--- src/rtl/cc3000_fpga_mss.sv ---
// SmartFusion MSS stand-in: UART_0 command parser driving an APB3 master, SPI_1 master and GPOs.
// Optional macro CC3000_APB_TIMEOUT_EN bounds the APB access phase to APB_TIMEOUT cycles.
module cc3000_fpga_mss #(
   parameter int CLK_DIV     = 87,
   parameter int SPI_DIV     = 4,
   parameter int APB_TIMEOUT = 256
) (
   input  logic        SYSCLK,
   input  logic        MSS_RESET_N,
   output logic        FAB_CLK,
   output logic        M2F_RESET_N,
   output logic        MSSPSEL,
   output logic        MSSPENABLE,
   output logic        MSSPWRITE,
   output logic [19:0] MSSPADDR,
   output logic [31:0] MSSPWDATA,
   input  logic [31:0] MSSPRDATA,
   input  logic        MSSPREADY,
   input  logic        MSSPSLVERR,
   input  logic        UART_0_RXD,
   output logic        UART_0_TXD,
   input  logic        UART_1_RXD,
   output logic        UART_1_TXD,
   input  logic        SPI_1_DI,
   output logic        SPI_1_DO,
   inout  wire         SPI_1_CLK,
   inout  wire         SPI_1_SS,
   input  logic        GPIO_2_IN,
   output logic        M2F_GPO_0,
   output logic        M2F_GPO_1,
   output logic        M2F_GPO_3,
   output logic        M2F_GPO_9,
   output logic        GPIO_4_OUT
);

   localparam int CW  = $clog2(CLK_DIV) + 1;
   localparam int SW  = $clog2(SPI_DIV) + 1;
   localparam int TOW = $clog2(APB_TIMEOUT) + 1;
`ifdef CC3000_APB_TIMEOUT_EN
   localparam bit TMO_EN = 1'b1;
`else
   localparam bit TMO_EN = 1'b0;
`endif

   localparam logic [7:0] CMD_W = 8'h57;
   localparam logic [7:0] CMD_R = 8'h52;
   localparam logic [7:0] CMD_G = 8'h47;
   localparam logic [7:0] CMD_S = 8'h53;

   typedef enum logic [2:0] {
      ST_IDLE, ST_ARGS, ST_SETUP, ST_ACCESS, ST_SPI_GO, ST_SPI_WAIT, ST_REPLY
   } state_t;

   // ---------------- reset / sync / loopback ----------------
   logic [1:0] rst_sync_reg;
   logic [1:0] gpio_sync_reg;
   logic [1:0] u1_reg;

   always_ff @(posedge SYSCLK or negedge MSS_RESET_N) begin
      if (!MSS_RESET_N) begin
         rst_sync_reg  <= 2'b00;
         gpio_sync_reg <= 2'b00;
         u1_reg        <= 2'b11;
      end else begin
         rst_sync_reg  <= {rst_sync_reg[0], 1'b1};
         gpio_sync_reg <= {gpio_sync_reg[0], GPIO_2_IN};
         u1_reg        <= {u1_reg[0], UART_1_RXD};
      end
   end

   assign FAB_CLK     = SYSCLK;
   assign M2F_RESET_N = rst_sync_reg[1];
   assign UART_1_TXD  = u1_reg[1];

   // ---------------- UART_0 receiver ----------------
   // rx_bit_reg: 0 idle, 1 start check, 2..9 data bits, 10 stop bit
   logic [2:0]    rx_sync_reg;
   logic [3:0]    rx_bit_reg;
   logic [CW-1:0] rx_cnt_reg;
   logic [7:0]    rx_data_reg;
   logic          rx_valid_reg;
   logic          rx_err_reg;

   always_ff @(posedge SYSCLK or negedge MSS_RESET_N) begin
      if (!MSS_RESET_N) begin
         rx_sync_reg  <= 3'b111;
         rx_bit_reg   <= 4'd0;
         rx_cnt_reg   <= '0;
         rx_data_reg  <= 8'h00;
         rx_valid_reg <= 1'b0;
         rx_err_reg   <= 1'b0;
      end else begin
         rx_sync_reg  <= {rx_sync_reg[1:0], UART_0_RXD};
         rx_valid_reg <= 1'b0;
         rx_err_reg   <= 1'b0;
         if (rx_bit_reg == 4'd0) begin
            if (rx_sync_reg[2] && !rx_sync_reg[1]) begin
               rx_bit_reg <= 4'd1;
               rx_cnt_reg <= CW'(CLK_DIV / 2);
            end
         end else if (rx_cnt_reg != '0) begin
            rx_cnt_reg <= rx_cnt_reg - 1'b1;
         end else begin
            rx_cnt_reg <= CW'(CLK_DIV - 1);
            if (rx_bit_reg == 4'd1) begin
               rx_bit_reg <= rx_sync_reg[1] ? 4'd0 : 4'd2;
            end else if (rx_bit_reg == 4'd10) begin
               rx_bit_reg   <= 4'd0;
               rx_valid_reg <= rx_sync_reg[1];
               rx_err_reg   <= !rx_sync_reg[1];
            end else begin
               rx_data_reg <= {rx_sync_reg[1], rx_data_reg[7:1]};
               rx_bit_reg  <= rx_bit_reg + 4'd1;
            end
         end
      end
   end

   // ---------------- UART_0 transmitter ----------------
   logic          tx_go;
   logic [7:0]    tx_byte;
   logic          tx_busy_reg;
   logic [8:0]    tx_sh_reg;
   logic [3:0]    tx_bits_reg;
   logic [CW-1:0] tx_cnt_reg;

   always_ff @(posedge SYSCLK or negedge MSS_RESET_N) begin
      if (!MSS_RESET_N) begin
         tx_busy_reg <= 1'b0;
         tx_sh_reg   <= 9'h1FF;
         tx_bits_reg <= 4'd0;
         tx_cnt_reg  <= '0;
      end else if (tx_go) begin
         tx_busy_reg <= 1'b1;
         tx_sh_reg   <= {tx_byte, 1'b0};
         tx_bits_reg <= 4'd9;
         tx_cnt_reg  <= CW'(CLK_DIV - 1);
      end else if (tx_busy_reg) begin
         if (tx_cnt_reg != '0) begin
            tx_cnt_reg <= tx_cnt_reg - 1'b1;
         end else begin
            tx_cnt_reg <= CW'(CLK_DIV - 1);
            if (tx_bits_reg == 4'd0) begin
               tx_busy_reg <= 1'b0;
            end else begin
               tx_sh_reg   <= {1'b1, tx_sh_reg[8:1]};
               tx_bits_reg <= tx_bits_reg - 4'd1;
            end
         end
      end
   end

   assign UART_0_TXD = tx_busy_reg ? tx_sh_reg[0] : 1'b1;

   // ---------------- SPI_1 master, mode 0 ----------------
   // Even half-period steps raise the clock, odd ones lower it; step 16 closes SS.
   logic          spi_go;
   logic [31:0]   wdata_reg;
   logic          spi_busy_reg;
   logic [4:0]    spi_step_reg;
   logic [SW-1:0] spi_div_reg;
   logic [7:0]    spi_tx_reg;
   logic [7:0]    spi_rx_reg;
   logic          spi_clk_reg;
   logic          spi_ss_reg;
   logic          spi_do_reg;

   always_ff @(posedge SYSCLK or negedge MSS_RESET_N) begin
      if (!MSS_RESET_N) begin
         spi_busy_reg <= 1'b0;
         spi_step_reg <= 5'd0;
         spi_div_reg  <= '0;
         spi_tx_reg   <= 8'h00;
         spi_rx_reg   <= 8'h00;
         spi_clk_reg  <= 1'b0;
         spi_ss_reg   <= 1'b1;
         spi_do_reg   <= 1'b0;
      end else if (spi_go) begin
         spi_busy_reg <= 1'b1;
         spi_ss_reg   <= 1'b0;
         spi_tx_reg   <= wdata_reg[7:0];
         spi_do_reg   <= wdata_reg[7];
         spi_step_reg <= 5'd0;
         spi_div_reg  <= SW'(SPI_DIV - 1);
      end else if (spi_busy_reg) begin
         if (spi_div_reg != '0) begin
            spi_div_reg <= spi_div_reg - 1'b1;
         end else begin
            spi_div_reg  <= SW'(SPI_DIV - 1);
            spi_step_reg <= spi_step_reg + 5'd1;
            if (spi_step_reg == 5'd16) begin
               spi_ss_reg   <= 1'b1;
               spi_busy_reg <= 1'b0;
               spi_do_reg   <= 1'b0;
            end else if (!spi_step_reg[0]) begin
               spi_clk_reg <= 1'b1;
               spi_rx_reg  <= {spi_rx_reg[6:0], SPI_1_DI};
            end else begin
               spi_clk_reg <= 1'b0;
               spi_tx_reg  <= {spi_tx_reg[6:0], 1'b0};
               spi_do_reg  <= spi_tx_reg[6];
            end
         end
      end
   end

   assign SPI_1_CLK = spi_clk_reg;
   assign SPI_1_SS  = spi_ss_reg;
   assign SPI_1_DO  = spi_do_reg;

   // ---------------- command parser / APB master ----------------
   state_t         state_reg, state_next;
   logic [7:0]     cmd_reg, cmd_next;
   logic [2:0]     argcnt_reg, argcnt_next;
   logic [19:0]    addr_reg, addr_next;
   logic [31:0]    wdata_next;
   logic [31:0]    rdata_reg, rdata_next;
   logic           slverr_reg, slverr_next;
   logic           tmo_reg, tmo_next;
   logic [TOW-1:0] tocnt_reg, tocnt_next;
   logic [2:0]     ridx_reg, ridx_next;
   logic [2:0]     rlen_reg, rlen_next;
   logic [4:0]     gpo_reg, gpo_next;
   logic [2:0]     last_arg;
   logic [7:0]     status;

   always_ff @(posedge SYSCLK or negedge MSS_RESET_N) begin
      if (!MSS_RESET_N) begin
         state_reg  <= ST_IDLE;
         cmd_reg    <= 8'h00;
         argcnt_reg <= 3'd0;
         addr_reg   <= 20'h0;
         wdata_reg  <= 32'h0;
         rdata_reg  <= 32'h0;
         slverr_reg <= 1'b0;
         tmo_reg    <= 1'b0;
         tocnt_reg  <= '0;
         ridx_reg   <= 3'd0;
         rlen_reg   <= 3'd0;
         gpo_reg    <= 5'd0;
      end else begin
         state_reg  <= state_next;
         cmd_reg    <= cmd_next;
         argcnt_reg <= argcnt_next;
         addr_reg   <= addr_next;
         wdata_reg  <= wdata_next;
         rdata_reg  <= rdata_next;
         slverr_reg <= slverr_next;
         tmo_reg    <= tmo_next;
         tocnt_reg  <= tocnt_next;
         ridx_reg   <= ridx_next;
         rlen_reg   <= rlen_next;
         gpo_reg    <= gpo_next;
      end
   end

   always_comb begin
      state_next  = state_reg;
      cmd_next    = cmd_reg;
      argcnt_next = argcnt_reg;
      addr_next   = addr_reg;
      wdata_next  = wdata_reg;
      rdata_next  = rdata_reg;
      slverr_next = slverr_reg;
      tmo_next    = tmo_reg;
      tocnt_next  = tocnt_reg;
      ridx_next   = ridx_reg;
      rlen_next   = rlen_reg;
      gpo_next    = gpo_reg;
      tx_go       = 1'b0;
      spi_go      = 1'b0;
      last_arg    = (cmd_reg == CMD_W) ? 3'd6 : (cmd_reg == CMD_R) ? 3'd2 : 3'd0;
      status      = {5'b0, gpio_sync_reg[1], tmo_reg, slverr_reg};

      tx_byte = status;
      if (cmd_reg == CMD_R && ridx_reg < 3'd4)
         tx_byte = rdata_reg[{ridx_reg[1:0], 3'b000} +: 8];
      else if (cmd_reg == CMD_S && ridx_reg == 3'd0)
         tx_byte = spi_rx_reg;

      case (state_reg)
         ST_IDLE: begin
            if (rx_valid_reg && (rx_data_reg == CMD_W || rx_data_reg == CMD_R ||
                                 rx_data_reg == CMD_G || rx_data_reg == CMD_S)) begin
               cmd_next    = rx_data_reg;
               argcnt_next = 3'd0;
               slverr_next = 1'b0;
               tmo_next    = 1'b0;
               ridx_next   = 3'd0;
               state_next  = ST_ARGS;
            end
         end
         ST_ARGS: begin
            if (rx_err_reg) begin
               state_next = ST_IDLE;
            end else if (rx_valid_reg) begin
               argcnt_next = argcnt_reg + 3'd1;
               // address bytes arrive first, LSB first; the top nibble of byte 2 is dropped
               if ((cmd_reg == CMD_W || cmd_reg == CMD_R) && argcnt_reg < 3'd3) begin
                  if (argcnt_reg == 3'd0)      addr_next[7:0]   = rx_data_reg;
                  else if (argcnt_reg == 3'd1) addr_next[15:8]  = rx_data_reg;
                  else                         addr_next[19:16] = rx_data_reg[3:0];
               end else if (cmd_reg == CMD_W) begin
                  wdata_next[{argcnt_reg[1:0] + 2'd1, 3'b000} +: 8] = rx_data_reg;
               end else begin
                  wdata_next[7:0] = rx_data_reg;
               end
               if (argcnt_reg == last_arg) begin
                  if (cmd_reg == CMD_W || cmd_reg == CMD_R) begin
                     state_next = ST_SETUP;
                  end else if (cmd_reg == CMD_G) begin
                     gpo_next   = rx_data_reg[4:0];
                     rlen_next  = 3'd1;
                     state_next = ST_REPLY;
                  end else begin
                     state_next = ST_SPI_GO;
                  end
               end
            end
         end
         ST_SETUP: begin
            tocnt_next = '0;
            state_next = ST_ACCESS;
         end
         ST_ACCESS: begin
            tocnt_next = tocnt_reg + 1'b1;
            if (MSSPREADY) begin
               slverr_next = MSSPSLVERR;
               if (cmd_reg == CMD_R) rdata_next = MSSPRDATA;
               rlen_next  = (cmd_reg == CMD_R) ? 3'd5 : 3'd1;
               state_next = ST_REPLY;
            end else if (TMO_EN && tocnt_reg == TOW'(APB_TIMEOUT - 1)) begin
               tmo_next   = 1'b1;
               rdata_next = 32'h0;
               rlen_next  = (cmd_reg == CMD_R) ? 3'd5 : 3'd1;
               state_next = ST_REPLY;
            end
         end
         ST_SPI_GO: begin
            spi_go     = 1'b1;
            state_next = ST_SPI_WAIT;
         end
         ST_SPI_WAIT: begin
            if (!spi_busy_reg) begin
               rlen_next  = 3'd2;
               state_next = ST_REPLY;
            end
         end
         ST_REPLY: begin
            if (!tx_busy_reg) begin
               tx_go     = 1'b1;
               ridx_next = ridx_reg + 3'd1;
               if (ridx_reg == rlen_reg - 3'd1) state_next = ST_IDLE;
            end
         end
         default: state_next = ST_IDLE;
      endcase
   end

   assign MSSPSEL    = (state_reg == ST_SETUP) || (state_reg == ST_ACCESS);
   assign MSSPENABLE = (state_reg == ST_ACCESS);
   assign MSSPWRITE  = MSSPSEL && (cmd_reg == CMD_W);
   assign MSSPADDR   = addr_reg;
   assign MSSPWDATA  = wdata_reg;

   assign M2F_GPO_0  = gpo_reg[0];
   assign M2F_GPO_1  = gpo_reg[1];
   assign M2F_GPO_3  = gpo_reg[2];
   assign M2F_GPO_9  = gpo_reg[3];
   assign GPIO_4_OUT = gpo_reg[4];

endmodule

--- config.mk ---
export PLATFORM = sky130hd
export DESIGN_NAME = cc3000_fpga_mss
export DESIGN_NICKNAME = d
export VERILOG_FILES = /design/src/rtl/cc3000_fpga_mss.sv
export SDC_FILE = /design/constraint.sdc
export NUM_CORES = 1
export LEC_CHECK = 0
export CORE_MARGIN = 10
export CORE_UTILIZATION = 25
export CTS_CLUSTER_SIZE = 40
export DETAILED_ROUTE_END_ITERATION = 8
export DONT_BUFFER_PORTS = 1
export SLEW_MARGIN = 20
export SYNTH_ARGS = -nofsm -noshare
export SYNTH_HDL_FRONTEND = slang
export SYNTH_SLANG_ARGS = --single-unit
--- constraint.sdc ---
create_clock -name SYSCLK -period 2.65 [get_ports SYSCLK]
set_input_delay 0.1325 -clock SYSCLK [delete_from_list [all_inputs] [get_ports SYSCLK]]
set_output_delay 0.1325 -clock SYSCLK [all_outputs]
set_load 0.01 [all_outputs]
==> After elaboration in Yosys (flattened, before gate mapping) <==
Index checks and enable logic that the tools add are counted.
W data, S select, Z words.
{ "classes": {"n_mux": 96, "n_eq_ne": 38, "addsub": 11, "bitwise_logic": 13, "reduce_logical": 51, "shift": 3, "order_cmp": 2} }
{ "ops": {"columns": ["op", "count"], "rows": [
  ["$mux W3", 25],
  ["$mux W8", 9],
  ["$eq A8 B7 Y1 const B", 8],
  ["$mux W4", 9],
  ["$mux W9", 4],
  ["$mux W7", 5],
  ["$bwmux W32", 1],
  ["$mux W1", 32],
  ["$shift A8 B7 Y32 const A", 1],
  ["$shiftx A32 B6 Y8", 1],
  ["$shiftx A8 B7 Y32", 1],
  ["$ne A2 B2 Y1 const B", 14],
  ["$pmux W3 S7", 1],
  ["$reduce_and A4 Y1", 5],
  ["$reduce_and A3 Y1", 6],
  ["$reduce_and A6 Y1", 3],
  ["$reduce_bool A8 Y1", 2],
  ["$sub A8 B1 Y8 const B", 2],
  ["$mux W5", 3],
  ["$reduce_and A5 Y1", 3],
  ["$reduce_bool A2 Y1", 7],
  ["$not A1 Y1", 13],
  ["$pmux W3 S2", 2],
  ["$eq A3 B3 Y1 const B", 3],
  ["other kinds (29)", 54]
]} }
{ "totals": {"ff_bits": 190, "wordCells": 248, "in_bits": 40, "output_inout_bits": 67} }

==> Longest topological paths before layout <==
Gate-level depths: netlist (run 1).
{ "logic_depth": {"word_depth": 8, "depth_mapped": 9, "depth_no_buf": 7} }

==> qor.csv, run 1 <==
metric;value;unit
cts.path.max_buffers;2;
synthFlopType;dfrtp_1;
first_pass_iters;5;
clk_pin_slew_worst_paths;0.07;ns
slowest_stage;or4b_2;
cp_slowest_stage_delay;0.63;ns
period_needed;2.30;ns
max_cap_violations;0;
syn-cell-area;0.00874;mm2
cts_made_buffers;17;
dp_cells;1210;
synth.net_count;826;
std_cell_rows;68;
worstMarginPinSlew;1.03;ns
antenna_found_initial;1;
cts_setup_buffers;0;
layout_common_cells;dfrtp_1, nand2_1, mux2_2;
power.leakage;4.53;nW
vias;5933;
htree_levels;4;
tns;0;ns
viasPerCell;4.63;
critPathKind;register to register;
relSlewSlack;0.309;
fin_nets;871;
cts_resized;0;
syn_area_per_cell;11.4;um2
hold_ws;-0.614;ns
ff_latch_area;0.00477;mm2
coreArea;0.0345;mm2
finalCritPeriodShare;0.867;
yosys.cell_types.count;67;
grt_pass1_wl;35100;um
ios;107;
grt_pass1_vias;5941;
worstSetupStartpoint;rx_cnt_reg[0];
area_growth;17.9;%
wl;21500;um
crit_path_start_kind;register;
drive_gt1_frac;0.208;
synthTopCellsByArea;dfrtp_1, mux2_2, dfstp_2;
instances_no_fill;1282;
gp_congestion;0.807;
grt_max_degree;191;
grt_overflow;0;
dieHeight;207;um
final_common_cell;dfrtp_1;
crit_fanout;8;
slew_violations;0;
crit_path_cell_trace;inv_1, ha_1, or4b_2, nor2_1, o21a_1, mux2_2;
peakVddDrop;0.603;mV
port_buffers;0;
clock_sinks;190;
synthArstFlopShare;1.00;
cts_hold_buf;40;
hold_path.class;primary input to asynchronous set/reset pin;
die_x;207;um
setup_slack;0.351;ns
synth_top_area_share;0.501;
yosys_register_bits;190;
start_util;0.253;
yosys_warnings;0;
yosys.area.top_type;dfrtp_1;
violations;hold timing;
cts_tree;done;
setup_viol;0;
dpl.hpwl;14800;um
dieArea;0.0429;mm2
multi_input_area;0.00370;mm2
cts-root-buf;clkbuf_16;
rsz0062_at_grt;false;
rr_startpoint;rx_cnt_reg[0];
worstPathRequired;2.97;ns
track_usage;0.102;
synth_edf_count;0;
fin_worst_skew;0.00690;ns
arrival;2.62;ns
critPathCaptureType;register;
fmax;435;MHz
final_antenna_net_count;0;
drt_iter0_markers;498;
finalHoldViolCount;190;
synthCells;769;
post_drt_wl_per_cell;16.8;um
drc;0;
fillers;3594;
post-place-ws;0.351;ns
clk_latency;0.44;ns
status;complete, but fails checks;
p_per_area;768;mW/mm2
seq_area_frac_synth;0.546;
critical path: cells and delay by family, from the launching register on:
family	cells	cell delay, ns
compound gates	1	0.37
mux	1	0.39
flops	1	0.40
buf+inv	1	0.08
fa+ha+maj	1	0.15
simple gates	2	0.78
worst paths after layout:
path / to / slack (ns) / depth (start not counted)
setup / recovery: rx_data_reg[5] / 0.35 / 6
hold / removal: MSSPWDATA[14] / -0.61 / 0
setup reg to reg: rx_data_reg[5] / 0.35 / 6
hold reg to reg: rst_sync_reg[1] / 0.35 / 0
max in group asynchronous: tx_sh_reg[0] / 2.84 / 0
min in group SYSCLK: state_reg[0] / 0.13 / 4
metrics by stage:
stage | utilization | hold slack [ns] | power, mW | area (um2)
floorplan | - | -0.163 | 4.97 | 8740
global placement | 0.270 | -0.153 | 5.35 | 9340
detailed placement | 0.270 | -0.154 | 5.39 | 9340
CTS | 0.298 | -0.630 | 7.96 | 10300
global route | 0.298 | -0.640 | 8.44 | 10300
finish | 0.298 | -0.614 | 7.91 | 10300
layer usage:
metal | vias to the layer above | wire length [um] | track usage
li1 | 2840 | - | -
met1 | 2944 | 9840 | 0.130
met2 | 135 | 9920 | 0.156
met3 | 14 | 1590 | 0.0454
met4 | 0 | 183 | 0.0241
met5 | - | 0 | 0
where the power goes:
group | internal, mW | switching (mW) | leakage [nW] | total (mW)
Sequential | 3.31 | 0.361 | 2.51 | 3.68
Combinational | 0.782 | 0.945 | 1.74 | 1.73
Clock | 1.35 | 1.16 | 0.281 | 2.51
Total | 5.45 | 2.47 | 4.53 | 7.91
cell families after synthesis:
logic type	synth area share
other	0.000429
and+or+nand+nor	0.147
adders and majority gates	0.0243
buffers and inverters	0.0318
xor gates and xnor gates	0.0160
muxes	0.127
AOI/OAI and AO/OA	0.108
DFF	0.546
Yosys cell counts, types with 6 or more instances:
cell and n:
a22oi_1 8, xnor2_1 8, a21oi_1 22, clkbuf_1 17, dfstp_2 15, nand3_1 10, nor2b_1 7, dfrtp_1 175
and2_1 9, xor2_1 8, o31ai_1 31, nand2_1 86, or3_1 8, ha_1 17, mux2_2 77, inv_1 24
nand2b_1 22, nand4_1 7, mux2i_1 6, nor3_1 12, nor2_1 47, o21ai_0 42, buf_2 20, mux4_2 8
layout make-up:
| type | instances | area share |
|---|---|---|
| diodes | 1 | 0.000243 |
| flip-flops and latches | 190 | 0.463 |
| clock inverters | 12 | 0.0109 |
| well taps | 455 | 0.0552 |
| multi-input cells | 514 | 0.359 |
| repair buffers | 67 | 0.0585 |
| clock buffers | 19 | 0.0439 |
| inverters | 24 | 0.00874 |
No activity file was read; power rests on OpenSTA's default activity.
==> inputs of run 2 (changes only) <==
--- a/config.mk
+++ b/config.mk
@@ -5,11 +5,13 @@
 export SDC_FILE = /design/constraint.sdc
 export NUM_CORES = 1
 export LEC_CHECK = 0
+export ABC_AREA = 1
 export CORE_MARGIN = 10
 export CORE_UTILIZATION = 25
 export CTS_CLUSTER_SIZE = 40
 export DETAILED_ROUTE_END_ITERATION = 8
 export DONT_BUFFER_PORTS = 1
+export SKIP_LAST_GASP = 1
 export SLEW_MARGIN = 20
 export SYNTH_ARGS = -nofsm -noshare
 export SYNTH_HDL_FRONTEND = slang
==> run 2 against run 1 <==
Against the previous run: the flow still finishes with violations (hold timing); maximum frequency down 6.2%; synthesized cell count up 29%; register-to-register slack got worse by 0.15 ns; worst setup slack lost 0.15 ns; sequential power decreased by 17%; via count grew 10%; first-iteration DRC count fell by 17%; critical endpoint is now slverr_reg; die area rose by 1.6%; critical path type unchanged; final area up 0.55%; critical path depth grew 1; count of clock-buffer cells in the layout did not move.
==> qor.csv, run 2 <==
metric;value;unit
synth_edf_count;0;
synth.net_count;1051;
grt_max_degree;191;
seq_area_frac_synth;0.536;
r2r-end;slverr_reg;
slowest_stage;dlygate4sd3_1;
track_usage;0.105;
post_drt_wl_per_cell;14.9;um
crit_cells;7;
yosys_register_bits;190;
r2r_cells;7;
critPathKind;register to register;
cts_setup_buffers;0;
slew_violations;0;
p_sw;1.51;mW
cts_resized;0;
crit_path_start_kind;register;
layout_common_cells;nand2_1, dfrtp_1, inv_1;
first_pass_iters;5;
htree_levels;4;
dieArea;0.0435;mm2
yosys.area.top_type;dfrtp_1;
cp_slowest_stage_delay;0.60;ns
dpl.hpwl;15900;um
cts-root-buf;clkbuf_16;
r2r_slack;0.20;ns
crit_path_cell_trace;clkinv_2, nand2_1, nor2_4, nand3_1, dlygate4sd3_1, nand2_1, dlygate4sd3_1;
grt_pass1_vias;6688;
pwr-share-seq;0.502;
start_util;0.252;
met1_usage;0.128;
power.leakage;4.96;nW
critPathCaptureType;register;
antenna_found_initial;0;
worstSetupStartpoint;state_reg[2];
grt_pass1_wl;36600;um
clock_sinks;190;
period_needed;2.45;ns
finalCritPeriodShare;0.925;
finalHoldViolCount;190;
final_antenna_net_count;0;
worstSetupEndpoint;slverr_reg;
status;complete, but fails checks;
cp_num_buf_inv;3;
syn_area_per_cell;8.95;um2
vias;6535;
clkPwrFrac;0.448;
synthTopCellsByCount;nand2_1, dfrtp_1, inv_1;
yosys_warnings;0;
cts_hold_buf;41;
worstMarginPinSlew;0.562;ns
p_per_area;584;mW/mm2
synth_top_area_share;0.492;
final_area;0.0104;mm2
setup_viol;0;
drt_iter0_markers;411;
path_delay_family;buffers and inverters;
arrival;2.85;ns
yosysMostFrequentCell;nand2_1;
std_cell_rows;69;
grtUsageMet3;0.0409;
hold_ws;-0.631;ns
grt_use_met2;0.166;
ios;107;
grt_overflow;0;
drc;0;
wl;22600;um
fin_worst_skew;0.0138;ns
die_x;209;um
gp_congestion;0.768;
rsz0062_at_grt;false;
relSlewSlack;0.622;
area_growth;16.5;%
cts.path.max_buffers;2;
max_cap_violations;0;
cts_tree;done;
violations;hold timing;
port_buffers;0;
worstPathRequired;3.04;ns
dieHeight;209;um
fin_nets;1092;
clk_pin_slew_worst_paths;0.08;ns
synthCells;994;
hold_path.class;primary input to asynchronous set/reset pin;
fmax;408;MHz
switching_share;0.250;
syn-cell-area;0.00890;mm2
clk_latency;0.46;ns
cts_made_buffers;17;
tns;0;ns
rr_startpoint;state_reg[2];
viasPerCell;4.33;
drive_gt1_frac;0.120;
synthFlopType;dfrtp_1;
crit_fanout;7;
combPwrFrac;0.051;
coreArea;0.0353;mm2
final_common_cell;nand2_1;
intPower;4.54;mW
diodes;0;
yosys.cell_types.count;45;
synthTopCellsByArea;dfrtp_1, nand2_1, inv_1;
peakVddDrop;0.438;mV
top_usage_layer;met2;
place_area;0.00935;mm2
synthArstFlopShare;1.00;
run 2: worst min-delay path by stage:
stage,start,to,slack (ns),depth (start not counted)
6_report,MSS_RESET_N,rst_sync_reg[1],-0.63,0
5_1_grt,MSS_RESET_N,rst_sync_reg[1],-0.65,0
4_1_cts,MSS_RESET_N,rst_sync_reg[1],-0.65,0
3_5_place_dp,MSS_RESET_N,rst_sync_reg[0],-0.15,0
3_3_place_gp,MSS_RESET_N,rst_sync_reg[1],-0.15,0
2_1_floorplan,MSS_RESET_N,MSSPADDR[0],-0.16,0
run 2: stage by stage:
| step | utilization | hold WS, ns | setup slack [ns] | std cells | total power [mW] |
|---|---|---|---|---|---|
| final | 0.294 | -0.631 | 0.199 | 1509 | 6.05 |
| after global routing | 0.294 | -0.655 | 0.134 | 1509 | 6.30 |
| after CTS | 0.294 | -0.650 | 0.184 | 1509 | 6.13 |
| after detailed placement | 0.265 | -0.152 | 0.634 | 1436 | 3.35 |
| after global placement | 0.265 | -0.154 | 0.622 | 1436 | 3.34 |
| after floorplan | - | -0.163 | 0.704 | 994 | 3.32 |
run 2: cell families (layout without fill, tap and decap cells):
kind of cell	Yosys count	in the layout	synth area share
mux	20	20	0.0253
flops	190	190	0.536
other cells	1	1	0.000421
simple gates	382	382	0.190
xor+xnor	9	9	0.00886
fa+ha+maj	17	17	0.0239
compound gates	211	211	0.137
buf+inv	164	218	0.0783
run 2: layer usage:
layer,vias to the layer above,routed length (um),share of wire
met2,111,10600,0.47
li1,3303,-,-
met4,0,401,0.018
met5,-,0,0
met1,3098,10000,0.44
met3,23,1580,0.070
run 2: power groups by stage:
stage | registers (mW) | logic [mW] | clock network, mW
after floorplan | 3.08 | 0.209 | 0.0311
after global placement | 3.09 | 0.253 | 0
after detailed placement | 3.09 | 0.261 | 0
after CTS | 3.03 | 0.308 | 2.79
after global routing | 3.05 | 0.349 | 2.90
final | 3.04 | 0.306 | 2.71
run 2: cell type report:
| cell class | count | area [um2] |
|---|---|---|
| clock inverter | 13 | 166 |
| clock buffer | 19 | 433 |
| fill | 3653 | 24900 |
| sequential | 190 | 4770 |
| timing repair buffer | 48 | 463 |
| multi-input combinational | 640 | 3430 |
| tap | 461 | 577 |
| inverter | 138 | 519 |
